`src/rtl/gray_pkg.sv`:
```
// -----------------------------------------------------------------------------
// gray_pkg
//   Shared definitions for the Gray-code counter:
//     GRAY_MAX_WIDTH : widest counter supported (16 bits).
//     step_act_e     : the action taken on a clock edge, in priority order.
//     bin2gray       : binary -> Gray (XOR with itself shifted right by one).
//     gray2bin       : Gray -> binary (prefix XOR from the MSB down).
//   Both helpers work on GRAY_MAX_WIDTH bits. Callers zero-extend narrower
//   values and keep the low WIDTH bits of the result. Zero upper bits do not
//   disturb the low bits in either direction.
// -----------------------------------------------------------------------------
package gray_pkg;

  localparam int GRAY_MAX_WIDTH = 16;

  typedef enum logic [1:0] {
    ACT_HOLD  = 2'd0,
    ACT_COUNT = 2'd1,
    ACT_LOAD  = 2'd2,
    ACT_CLR   = 2'd3
  } step_act_e;

  function automatic logic [GRAY_MAX_WIDTH-1:0] bin2gray(
    input logic [GRAY_MAX_WIDTH-1:0] bin
  );
    return bin ^ (bin >> 1);
  endfunction

  function automatic logic [GRAY_MAX_WIDTH-1:0] gray2bin(
    input logic [GRAY_MAX_WIDTH-1:0] gray
  );
    logic [GRAY_MAX_WIDTH-1:0] bin;
    bin[GRAY_MAX_WIDTH-1] = gray[GRAY_MAX_WIDTH-1];
    for (int i = GRAY_MAX_WIDTH - 2; i >= 0; i--) begin
      bin[i] = bin[i+1] ^ gray[i];
    end
    return bin;
  endfunction

endpackage

```
`src/rtl/gray_next_logic.sv`:
```
// -----------------------------------------------------------------------------
// gray_next_logic
//   Purely combinational next-state logic for gray_code_counter.
//   Ports:
//     b_q      in  WIDTH  current registered binary count
//     en       in  1      count enable
//     up_dn    in  1      1 = increment, 0 = decrement
//     clr      in  1      clear to zero (highest priority)
//     load     in  1      load load_val (beats en)
//     load_val in  WIDTH  binary value to load
//     b_d      out WIDTH  next binary value
//     g_d      out WIDTH  Gray code of b_d, so the Gray register never lags
//     wrap_d   out 1      this edge is a count step that wraps modulo 2^WIDTH
// -----------------------------------------------------------------------------
module gray_next_logic
  import gray_pkg::*;
#(
  parameter int WIDTH = 4
) (
  input  logic [WIDTH-1:0] b_q,
  input  logic             en,
  input  logic             up_dn,
  input  logic             clr,
  input  logic             load,
  input  logic [WIDTH-1:0] load_val,
  output logic [WIDTH-1:0] b_d,
  output logic [WIDTH-1:0] g_d,
  output logic             wrap_d
);

  step_act_e                 act;
  logic [GRAY_MAX_WIDTH-1:0] g_wide;

  // Priority: clear > load > count > hold.
  always_comb begin
    act = ACT_HOLD;
    if (clr) begin
      act = ACT_CLR;
    end else if (load) begin
      act = ACT_LOAD;
    end else if (en) begin
      act = ACT_COUNT;
    end
  end

  always_comb begin
    // NOTE: every output gets a default before the case, so no path leaves it
    // unassigned and no latch is inferred.
    b_d    = b_q;
    wrap_d = 1'b0;
    unique case (act)
      ACT_CLR:  b_d = '0;
      ACT_LOAD: b_d = load_val;
      ACT_COUNT: begin
        if (up_dn) begin
          b_d    = b_q + WIDTH'(1);
          wrap_d = &b_q;   // all-ones rolls over to zero
        end else begin
          b_d    = b_q - WIDTH'(1);
          wrap_d = ~|b_q;  // zero rolls under to all-ones
        end
      end
      default: ;
    endcase
  end

  // Gray is derived from the next binary value. The Gray register then
  // loads the code for the same value that the binary register loads.
  assign g_wide = bin2gray(GRAY_MAX_WIDTH'(b_d));
  assign g_d    = g_wide[WIDTH-1:0];

  // The upper bits of the widened result are always zero and are not needed.
  if (WIDTH < GRAY_MAX_WIDTH) begin : g_pad
    logic [GRAY_MAX_WIDTH-WIDTH-1:0] unused_hi;
    assign unused_hi = g_wide[GRAY_MAX_WIDTH-1:WIDTH];
  end

endmodule

```
`src/rtl/gray_code_counter.sv`:
```
// -----------------------------------------------------------------------------
// gray_code_counter
//   Binary up/down counter with a registered Gray-coded copy of the count.
//   Ports:
//     CLK      in  1      rising-edge clock
//     RST      in  1      asynchronous active-high reset
//     EN       in  1      count enable (one step per cycle)
//     UP_DN    in  1      1 = increment, 0 = decrement
//     CLR      in  1      synchronous clear (highest priority)
//     LOAD     in  1      synchronous load of LOAD_VAL
//     LOAD_VAL in  WIDTH  binary value to load
//     B_OUT    out WIDTH  registered binary count
//     G_OUT    out WIDTH  registered Gray code of B_OUT (same cycle, no skew)
//     TC       out 1      terminal count: B_OUT all-ones when counting up,
//                         zero when counting down (combinational)
//     WRAP     out 1      registered one-cycle pulse after a wrapping step
// -----------------------------------------------------------------------------
module gray_code_counter
  import gray_pkg::*;
#(
  parameter int WIDTH = 4
) (
  input  logic             CLK,
  input  logic             RST,
  input  logic             EN,
  input  logic             UP_DN,
  input  logic             CLR,
  input  logic             LOAD,
  input  logic [WIDTH-1:0] LOAD_VAL,
  output logic [WIDTH-1:0] B_OUT,
  output logic [WIDTH-1:0] G_OUT,
  output logic             TC,
  output logic             WRAP
);

  logic [WIDTH-1:0] b_q, b_d;
  logic [WIDTH-1:0] g_q, g_d;
  logic             wrap_q, wrap_d;

  gray_next_logic #(
    .WIDTH(WIDTH)
  ) u_next (
    .b_q     (b_q),
    .en      (EN),
    .up_dn   (UP_DN),
    .clr     (CLR),
    .load    (LOAD),
    .load_val(LOAD_VAL),
    .b_d     (b_d),
    .g_d     (g_d),
    .wrap_d  (wrap_d)
  );

  always_ff @(posedge CLK or posedge RST) begin
    if (RST) begin
      b_q    <= '0;
      g_q    <= '0;
      wrap_q <= 1'b0;
    end else begin
      // NOTE: sequential state uses non-blocking assignments, so every flop
      // samples values from before the edge, whatever the statement order.
      b_q    <= b_d;
      g_q    <= g_d;
      wrap_q <= wrap_d;
    end
  end

  // TC follows the live direction input, so a direction change is visible at once.
  assign TC    = UP_DN ? (&b_q) : (~|b_q);
  assign B_OUT = b_q;
  assign G_OUT = g_q;
  assign WRAP  = wrap_q;

endmodule

```
`config.mk`:
```
export PLATFORM = sky130hd
export DESIGN_NAME = gray_code_counter
export DESIGN_NICKNAME = d
export VERILOG_FILES = /design/src/rtl/gray_pkg.sv /design/src/rtl/gray_next_logic.sv /design/src/rtl/gray_code_counter.sv
export SDC_FILE = /design/constraint.sdc
export NUM_CORES = 1
export LEC_CHECK = 0
export ABC_AREA = 1
export CORE_AREA = 2 2 39 41
export CTS_BUF_LIST = sky130_fd_sc_hd__clkbuf_8
export CTS_CLUSTER_DIAMETER = 100
export DETAILED_ROUTE_END_ITERATION = 10
export DIE_AREA = 0 0 41 43
export GPL_TIMING_DRIVEN = 0
export PLACE_DENSITY = 0.79
export SLEW_MARGIN = 20
export SYNTH_ARGS = -nofsm -noshare
export SYNTH_HDL_FRONTEND = slang
export SYNTH_SLANG_ARGS = --single-unit
```
`constraint.sdc`:
```
create_clock -name CLK -period 2.35 [get_ports CLK]
set_input_delay 0.705 -clock CLK [delete_from_list [all_inputs] [get_ports CLK]]
set_output_delay 0.705 -clock CLK [all_outputs]
set_load 0.02 [all_outputs]
```
==> parameters.txt, run 1 <==
Parameter                              Value

Placement
  DPL Wire Length ... 920 um
  Routability-driven placement congestion ratio ... 0.808
  IO buf count ... 19
  Placed Instances ... 101
  Pre-CTS WS ... -0.526 ns

Floorplanning
  Die H ... 43 um
  Die footprint ... 1760 sq um
  Floorplan core area ... 1380 sq um
  Initial standard-cell utilization of the core ... 0.373
  Number of ports placed on the die boundary ... 20
  Die Width ... 41 um
  Number of rows created at floorplan ... 14

Power and ir drop
  Internal cell power ... 0.335 mW
  Proportion of total power due to net switching ... 0.294
  Clock group share of total power ... 0.333
  Total power divided by cell area ... 618 nW/um^2
  Peak supply drop ... 0.445 mV
  Sequential cell fraction of total power ... 0.353
  Pleak ... 0.397 nW
  Total Power Consumption ... 0.475 mW
  Comb power frac ... 0.313
  Reported net switching power ... 0.140 mW

Min path
  Type of the most critical hold path ... flop to flop
  Hold path start ... B_OUT[3]

CTS
  Source-to-sink clock delay at the later pin of the worst-skew pair ... 0.22 ns
  Clock transition at the registers of the reported paths ... 0.04 ns
  TritonCTS Sinks ... 8
  Buffer count from post-CTS setup fixing ... 0
  Clock tree from TritonCTS ... done
  Hold_buf cts ... 0
  PostCTS Resize Cnt ... 4
  CTS H-tree lvls ... 1
  CTS buffer count ... 3
  Clock root buffer ... sky130_fd_sc_hd__clkbuf_8
  Clock Tree Buf Depth ... 2

Global routing
  Global route overflow ... 0
  Global-route wire length before repair ... 2100 um
  Global Route Usage Sum ... 0.175
  Antenna violations before repair ... 0
  Pin count of the biggest net entering global routing ... 9
  Via count of the first global-routing pass ... 504

Finish
  Total number of nets in the final design ... 103
  Commonest cells after routing, fill and taps aside ... sky130_fd_sc_hd__nand2_1, sky130_fd_sc_hd__clkdlybuf4s50_1, sky130_fd_sc_hd__inv_1
  Most frequent standard cell in the layout excluding fill and tap cells ... sky130_fd_sc_hd__nand2_1
  Final cell utilization of the core ... 0.555
  Ratio of cells with drive above 1 in the final layout ... 0.136
  Count of placed standard cells in the final layout, fillers left out ... 104
  Antenna cells ... 0
  Area grow syn2layout ... 48.7%

Timing
  Setup repair after global routing missed its margin ... no
  Worst-case headroom to the max-slew limit ... 0.801
  Max-slew violations ... 0
  Setup slack of the critical path after layout ... 0.0719 ns
  Share of the cycle needed by the critical path after routing ... 0.969
  Final min period ... 2.28 ns
  Achievable Freq ... 0.439 GHz
  Final Hold Viols ... 0
  Layout Skew ... 0.00434 ns
  Final setup violation count ... 0
  Slew @ Worst Pin ... 0.298 ns

Drt
  DRC Markers ... 0
  Total Routed Length ... 1230 um
  Via-per-instance ratio ... 4.75
  Vias after detailed routing ... 494
  Average wire per standard cell ... 11.8 um
  First-pass detailed-route iteration total ... 4
  Initial drt markers ... 8
  Final antenna-violating net count ... 0

Critical path
  Critical path type ... input port to output pin
  Max stage delay on crit path ... 0.27 ns
  Launching element type of the critical path ... input port
  Cell with the biggest individual delay on the critical path ... sky130_fd_sc_hd__dlygate4sd2_1
  Arrival time of data at the critical path endpoint ... 1.57 ns
  Worst setup path startpoint ... UP_DN
  Nature of the critical path endpoint ... output pin
  Startpoint of the lowest-slack register-to-register path ... B_OUT[0]
  Critical Path, Cell by Cell ... dlygate4sd2_1 -> inv_1 -> nand3_1 -> nand2_1 -> clkdlybuf4s15_2
  Largest fanout of any net on the critical path ... 4
  Required time reported for the critical path endpoint ... 1.64 ns

Yosys
  Adder and majority cell fraction of the synthesized area ... 0.0872
  Post-synth design cell area ... 517 sq um
  Cell variety after synth ... 20
  Sequential-to-total area share from yosys stat ... 0.387
  Post-synthesis share of cell area spent on and, or, nand and nor gates ... 0.339
  Gate Count Post-Synth ... 66
  Syn_area_per_cell ... 7.83 sq um
  Synthesized-area fraction occupied by xor and xnor cells ... 0.0508
  Compound-gate portion of the synthesized area ... 0.0339
  Multiplexer area fraction after synthesis ... 0
  Number of register bits inferred by synthesis ... 8
  Main combinational cell family by area after synthesis ... simple AND/OR/NAND/NOR gates
  Syn. warnings ... 0
  Synthesized Nets ... 79

Run status
  Outcome ... finished, final reports clean

Job
  Max-Cap Viols ... 0
## layer usage
layer,wire (um),global-route usage,share of wire
met1,486,0.228,0.39
met2,694,0.278,0.56
met3,50,0.0471,0.041
met4,0,0.0400,0
met5,0,0,0
## cells in the mapped netlist
master / instances / share of area
sky130_fd_sc_hd__a21oi_1: 1 / 0.0097
sky130_fd_sc_hd__buf_4: 1 / 0.015
sky130_fd_sc_hd__dfrtp_1: 8 / 0.39
sky130_fd_sc_hd__fa_1: 1 / 0.039
sky130_fd_sc_hd__ha_1: 2 / 0.048
sky130_fd_sc_hd__inv_1: 10 / 0.073
sky130_fd_sc_hd__inv_2: 2 / 0.015
sky130_fd_sc_hd__nand2_1: 19 / 0.14
sky130_fd_sc_hd__nand2_2: 1 / 0.012
sky130_fd_sc_hd__nand3_1: 8 / 0.077
sky130_fd_sc_hd__nand3_2: 1 / 0.019
sky130_fd_sc_hd__nand3b_1: 1 / 0.015
sky130_fd_sc_hd__nand4_1: 2 / 0.024
sky130_fd_sc_hd__nor2_1: 1 / 0.0073
sky130_fd_sc_hd__nor2_2: 2 / 0.024
sky130_fd_sc_hd__nor3_1: 1 / 0.0097
sky130_fd_sc_hd__o211ai_2: 1 / 0.024
sky130_fd_sc_hd__or2_1: 1 / 0.012
sky130_fd_sc_hd__xnor2_1: 1 / 0.017
sky130_fd_sc_hd__xor2_1: 2 / 0.034
## logic make-up (layout without fill, tap and decap cells)
kind of cell,Yosys count,in the layout
and+or+nand+nor,37,37
buffers and inverters,13,35
DFF,8,8
adders and majority gates,3,3
xor gates and xnor gates,3,3
AOI/OAI and AO/OA,2,2
## worst paths after layout
check | endpoint | slack (ns) | cells past startpoint
max | TC | 0.07 | 5
min | B_OUT[3] | 0.66 | 2
max reg2reg | G_OUT[0] | 0.68 | 8
min reg2reg | B_OUT[3] | 0.66 | 2
max in group asynchronous | B_OUT[2] | 1.40 | 2
min in group asynchronous | G_OUT[0] | 0.72 | 2
## registers in the layout, indices dropped and copies added, names as in the netlist
name	count
B_OUT	4
G_OUT	3
WRAP	1
## final cells by class
| type | instances | area [sq um] |
|---|---|---|
| clock buffers | 3 | 41.3 |
| plain buffers | 1 | 7.51 |
| fillers | 132 | 616 |
| inverters | 12 | 45.0 |
| flip-flops and latches | 8 | 200 |
| repair buffers | 19 | 190 |
| multi-input cells | 45 | 264 |
| well taps | 16 | 20.0 |
## through the flow
step,area (sq um),hold slack (ns),setup TNS [ns]
2_1_floorplan,517,0.521,0
3_3_place_gp,727,0.645,-0.618
3_5_place_dp,727,0.650,-0.657
4_1_cts,768,0.659,0
5_1_grt,768,0.707,0
6_report,768,0.660,0
## power by group through the flow
stage / Sequential (mW) / Combinational [mW] / Clock [mW]
after detailed placement: 0.169 / 0.149 / 0
after global routing: 0.169 / 0.163 / 0.169
after floorplan: 0.186 / 0.0619 / 0
after CTS: 0.168 / 0.150 / 0.162
after global placement: 0.168 / 0.145 / 0
final: 0.168 / 0.149 / 0.158
## critical path, delay by kind of cell
| family | cells | cell delay [ns] |
|---|---|---|
| and+or+nand+nor | 2 | 0.21 |
| buffers and inverters | 3 | 0.66 |
Note: power is estimated with default switching activity, not from simulation.
==> inputs of run 2 (changes only) <==
ABC_CLOCK_PERIOD_IN_PS = 2350   (was unset)
==> results of run 2 <==
No change in the layout: final DEF, timing and power equal those of run 1.
==> inputs of run 3 (changes only) <==
DONT_BUFFER_PORTS = 1   (was unset)
PLACE_DENSITY = 0.6   (was 0.79)
==> run 3 against run 2 <==
- maximum frequency increased by 15%
- die area unchanged
- clock skew decreased by 0.0016 ns
- utilization decreased by 14 points
- clock-buffer cell count unchanged
- combinational power decreased by 51%
- hold slack got worse by 0.35 ns
- non-clock buffer count decreased by 19
- via count decreased by 17%
- design area decreased by 25%
- clock power about the same
- sequential cell count unchanged
- critical path type is now flop to output pin
- critical endpoint unchanged
==> parameters.txt, run 3 (synthesis gave the netlist of run 1 again) <==
Parameter                              Value

Run status
  Outcome ... finished, final reports clean

Finish
  Area grow syn2layout ... 11.9%
  Max FFs per register ... 4 (unchanged)
  Final cell utilization of the core ... 0.418 (-0.137)
  Total number of nets in the final design ... 84 (-18%)
  Count of placed standard cells in the final layout, fillers left out ... 85 (-18%)
  Most frequent standard cell in the layout excluding fill and tap cells ... sky130_fd_sc_hd__nand2_1
  Count of fill cells added during filler insertion ... 149 (+13%)
  Commonest cells after routing, fill and taps aside ... sky130_fd_sc_hd__nand2_1, sky130_fd_sc_hd__inv_1, sky130_fd_sc_hd__dfrtp_1, sky130_fd_sc_hd__nand3_1, sky130_fd_sc_hd__clkbuf_8
  Post-route cell area ... 578 sq um (-25%)
  Ratio of cells with drive above 1 in the final layout ... 0.159 (+0.0231)
  Antenna cells ... 0 (unchanged)

Min path
  Type of the most critical hold path ... input port to asynchronous set/reset pin

Floorplanning
  Die footprint ... 1760 sq um (unchanged)
  Floorplan core area ... 1380 sq um (unchanged)
  Die H ... 43 um (unchanged)
  Initial standard-cell utilization of the core ... 0.373 (unchanged)
  Die Width ... 41 um (unchanged)
  Number of ports placed on the die boundary ... 20 (unchanged)
  Number of rows created at floorplan ... 14 (unchanged)

Placement
  Placed Instances ... 82 (-19%)
  Routability-driven placement congestion ratio ... 0.791 (-2.1%)
  Placed cell areas ... 537 sq um (-26%)
  IO buf count ... 0 (-19)
  DPL Wire Length ... 837 um (-9.0%)

CTS
  CTS buffer count ... 3 (unchanged)
  Clock root buffer ... sky130_fd_sc_hd__clkbuf_8
  Buffer count from post-CTS setup fixing ... 0 (unchanged)
  Clock tree from TritonCTS ... done
  PostCTS Resize Cnt ... 0 (-4)
  Clock Tree Buf Depth ... 2 (unchanged)
  Source-to-sink clock delay at the later pin of the worst-skew pair ... 0.22 ns (about the same)
  TritonCTS Sinks ... 8 (unchanged)
  Hold_buf cts ... 0 (unchanged)
  CTS H-tree lvls ... 1 (unchanged)
  Clock transition at the registers of the reported paths ... 0.04 ns (about the same)

Global routing
  Met3 demand-to-capacity share in global routing ... 0.0366 (-0.0105)
  Global routing usage on met1 ... 0.179 (-0.0491)
  Global route overflow ... 0 (unchanged)
  Via count of the first global-routing pass ... 426 (-15%)
  Global Route Usage Sum ... 0.145 (-0.0298)
  Met2 Use GR ... 0.219 (-0.0594)
  Global-route wire length before repair ... 1720 um (-18%)
  Antenna violations before repair ... 0 (unchanged)
  Busiest grt layer ... met2
  Pin count of the biggest net entering global routing ... 9 (unchanged)

Timing
  Max-slew violations ... 0 (unchanged)
  Slew @ Worst Pin ... 0.405 ns (+0.107 ns)
  Final setup violation count ... 0 (unchanged)
  Share of the cycle needed by the critical path after routing ... 0.846 (-0.124)
  Final Hold Viols ... 0 (unchanged)
  Final min period ... 1.99 ns (-0.291 ns)
  Post-route setup TNS ... 0 ns (unchanged)
  Worst-case headroom to the max-slew limit ... 0.730 (-0.0709)
  Layout Skew ... 0.00270 ns (-0.00164 ns)
  Setup repair after global routing missed its margin ... no
  Achievable Freq ... 0.503 GHz (+15%)

Drt
  Total Routed Length ... 991 um (-19%)
  Average wire per standard cell ... 11.7 um (-1.5%)
  Vias after detailed routing ... 410 (-17%)
  DRC Markers ... 0 (unchanged)
  Initial drt markers ... 7 (-1)
  Via-per-instance ratio ... 4.82 (+1.5%)
  Final antenna-violating net count ... 0 (unchanged)
  First-pass detailed-route iteration total ... 2 (-2)

Critical path
  Startpoint of the lowest-slack register-to-register path ... B_OUT[0]
  Max stage delay on crit path ... 0.52 ns (+0.25 ns)
  Largest fanout of any net on the critical path ... 7 (+3)
  Slack of the worst reg-to-reg path ... 0.57 ns (-0.11 ns)
  Critical path type ... flop to output pin
  Top cell family by delay on the critical path ... simple AND/OR/NAND/NOR gates
  Critical Path, Cell by Cell ... nor3_1 -> nand3_1 -> nand2_1
  Terminus of the critical flop-to-flop path ... G_OUT[0]
  Nature of the critical path endpoint ... output pin
  Cells on worst reg2reg path ... 8 (unchanged)
  Number of buffer and inverter instances along the worst setup path ... 0 (-3)
  Launching element type of the critical path ... flop
  Cell with the biggest individual delay on the critical path ... sky130_fd_sc_hd__dfrtp_1
  Required time reported for the critical path endpoint ... 1.64 ns (about the same)
  Arrival time of data at the critical path endpoint ... 1.28 ns (-0.29 ns)

Power and ir drop
  Pleak ... 0.323 nW (-19%)
  Peak supply drop ... 0.192 mV (-57%)
  Total power divided by cell area ... 724 nW/um^2 (+17%)

Job
  Max-Cap Viols ... 0 (unchanged)
[run 3: report_power, final]
group	switching (mW)	internal, mW	total [mW]
registers	0.0347	0.154	0.189
logic	0.0449	0.0286	0.0735
clock network	0.0460	0.110	0.156
total	0.126	0.293	0.418
[run 3: through the flow]
| stage | power, mW | setup WS [ns] | hold slack [ns] |
|---|---|---|---|
| global placement | 0.262 | 0.520 | 0.550 |
| global route | 0.447 | 0.245 | 0.321 |
| floorplan | 0.248 | 0.568 | 0.521 |
| CTS | 0.423 | 0.356 | 0.322 |
| finish | 0.418 | 0.362 | 0.307 |
| detailed placement | 0.264 | 0.484 | 0.550 |
[run 3: final cells by class]
class,instances,area [sq um],area share
sequential,8,200,0.346
inverter,12,45.0,0.0779
multi-input combinational,45,264,0.457
clock buffer,3,41.3,0.0714
tap,16,20.0,0.0346
buffer,1,7.51,0.0130
[run 3: per-layer routing]
metal  share of wire  vias up
li1                -      214
met1            0.45      187
met2            0.52        9
met3           0.036        0
met4               0        0
met5               0        -
[run 3: worst max path at each step]
stage / startpoint / to / slack (ns) / cells after the start
5_1_grt: B_OUT[0] / TC / 0.24 / 3
6_report: B_OUT[0] / TC / 0.36 / 3
3_5_place_dp: UP_DN / G_OUT[2] / 0.48 / 9
4_1_cts: B_OUT[0] / TC / 0.36 / 3
3_3_place_gp: UP_DN / G_OUT[2] / 0.52 / 9
2_1_floorplan: UP_DN / TC / 0.57 / 4
[run 3: worst register-to-register path, cell delays in order, from the launching register on]
cell and delay, ns:
sky130_fd_sc_hd__dfrtp_1 0.58, sky130_fd_sc_hd__inv_1 0.11, sky130_fd_sc_hd__fa_1 0.53, sky130_fd_sc_hd__nand2_1 0.05
sky130_fd_sc_hd__nand2_1 0.05, sky130_fd_sc_hd__nand2_1 0.05, sky130_fd_sc_hd__nand2_1 0.07, sky130_fd_sc_hd__inv_2 0.05
sky130_fd_sc_hd__xor2_1 0.16
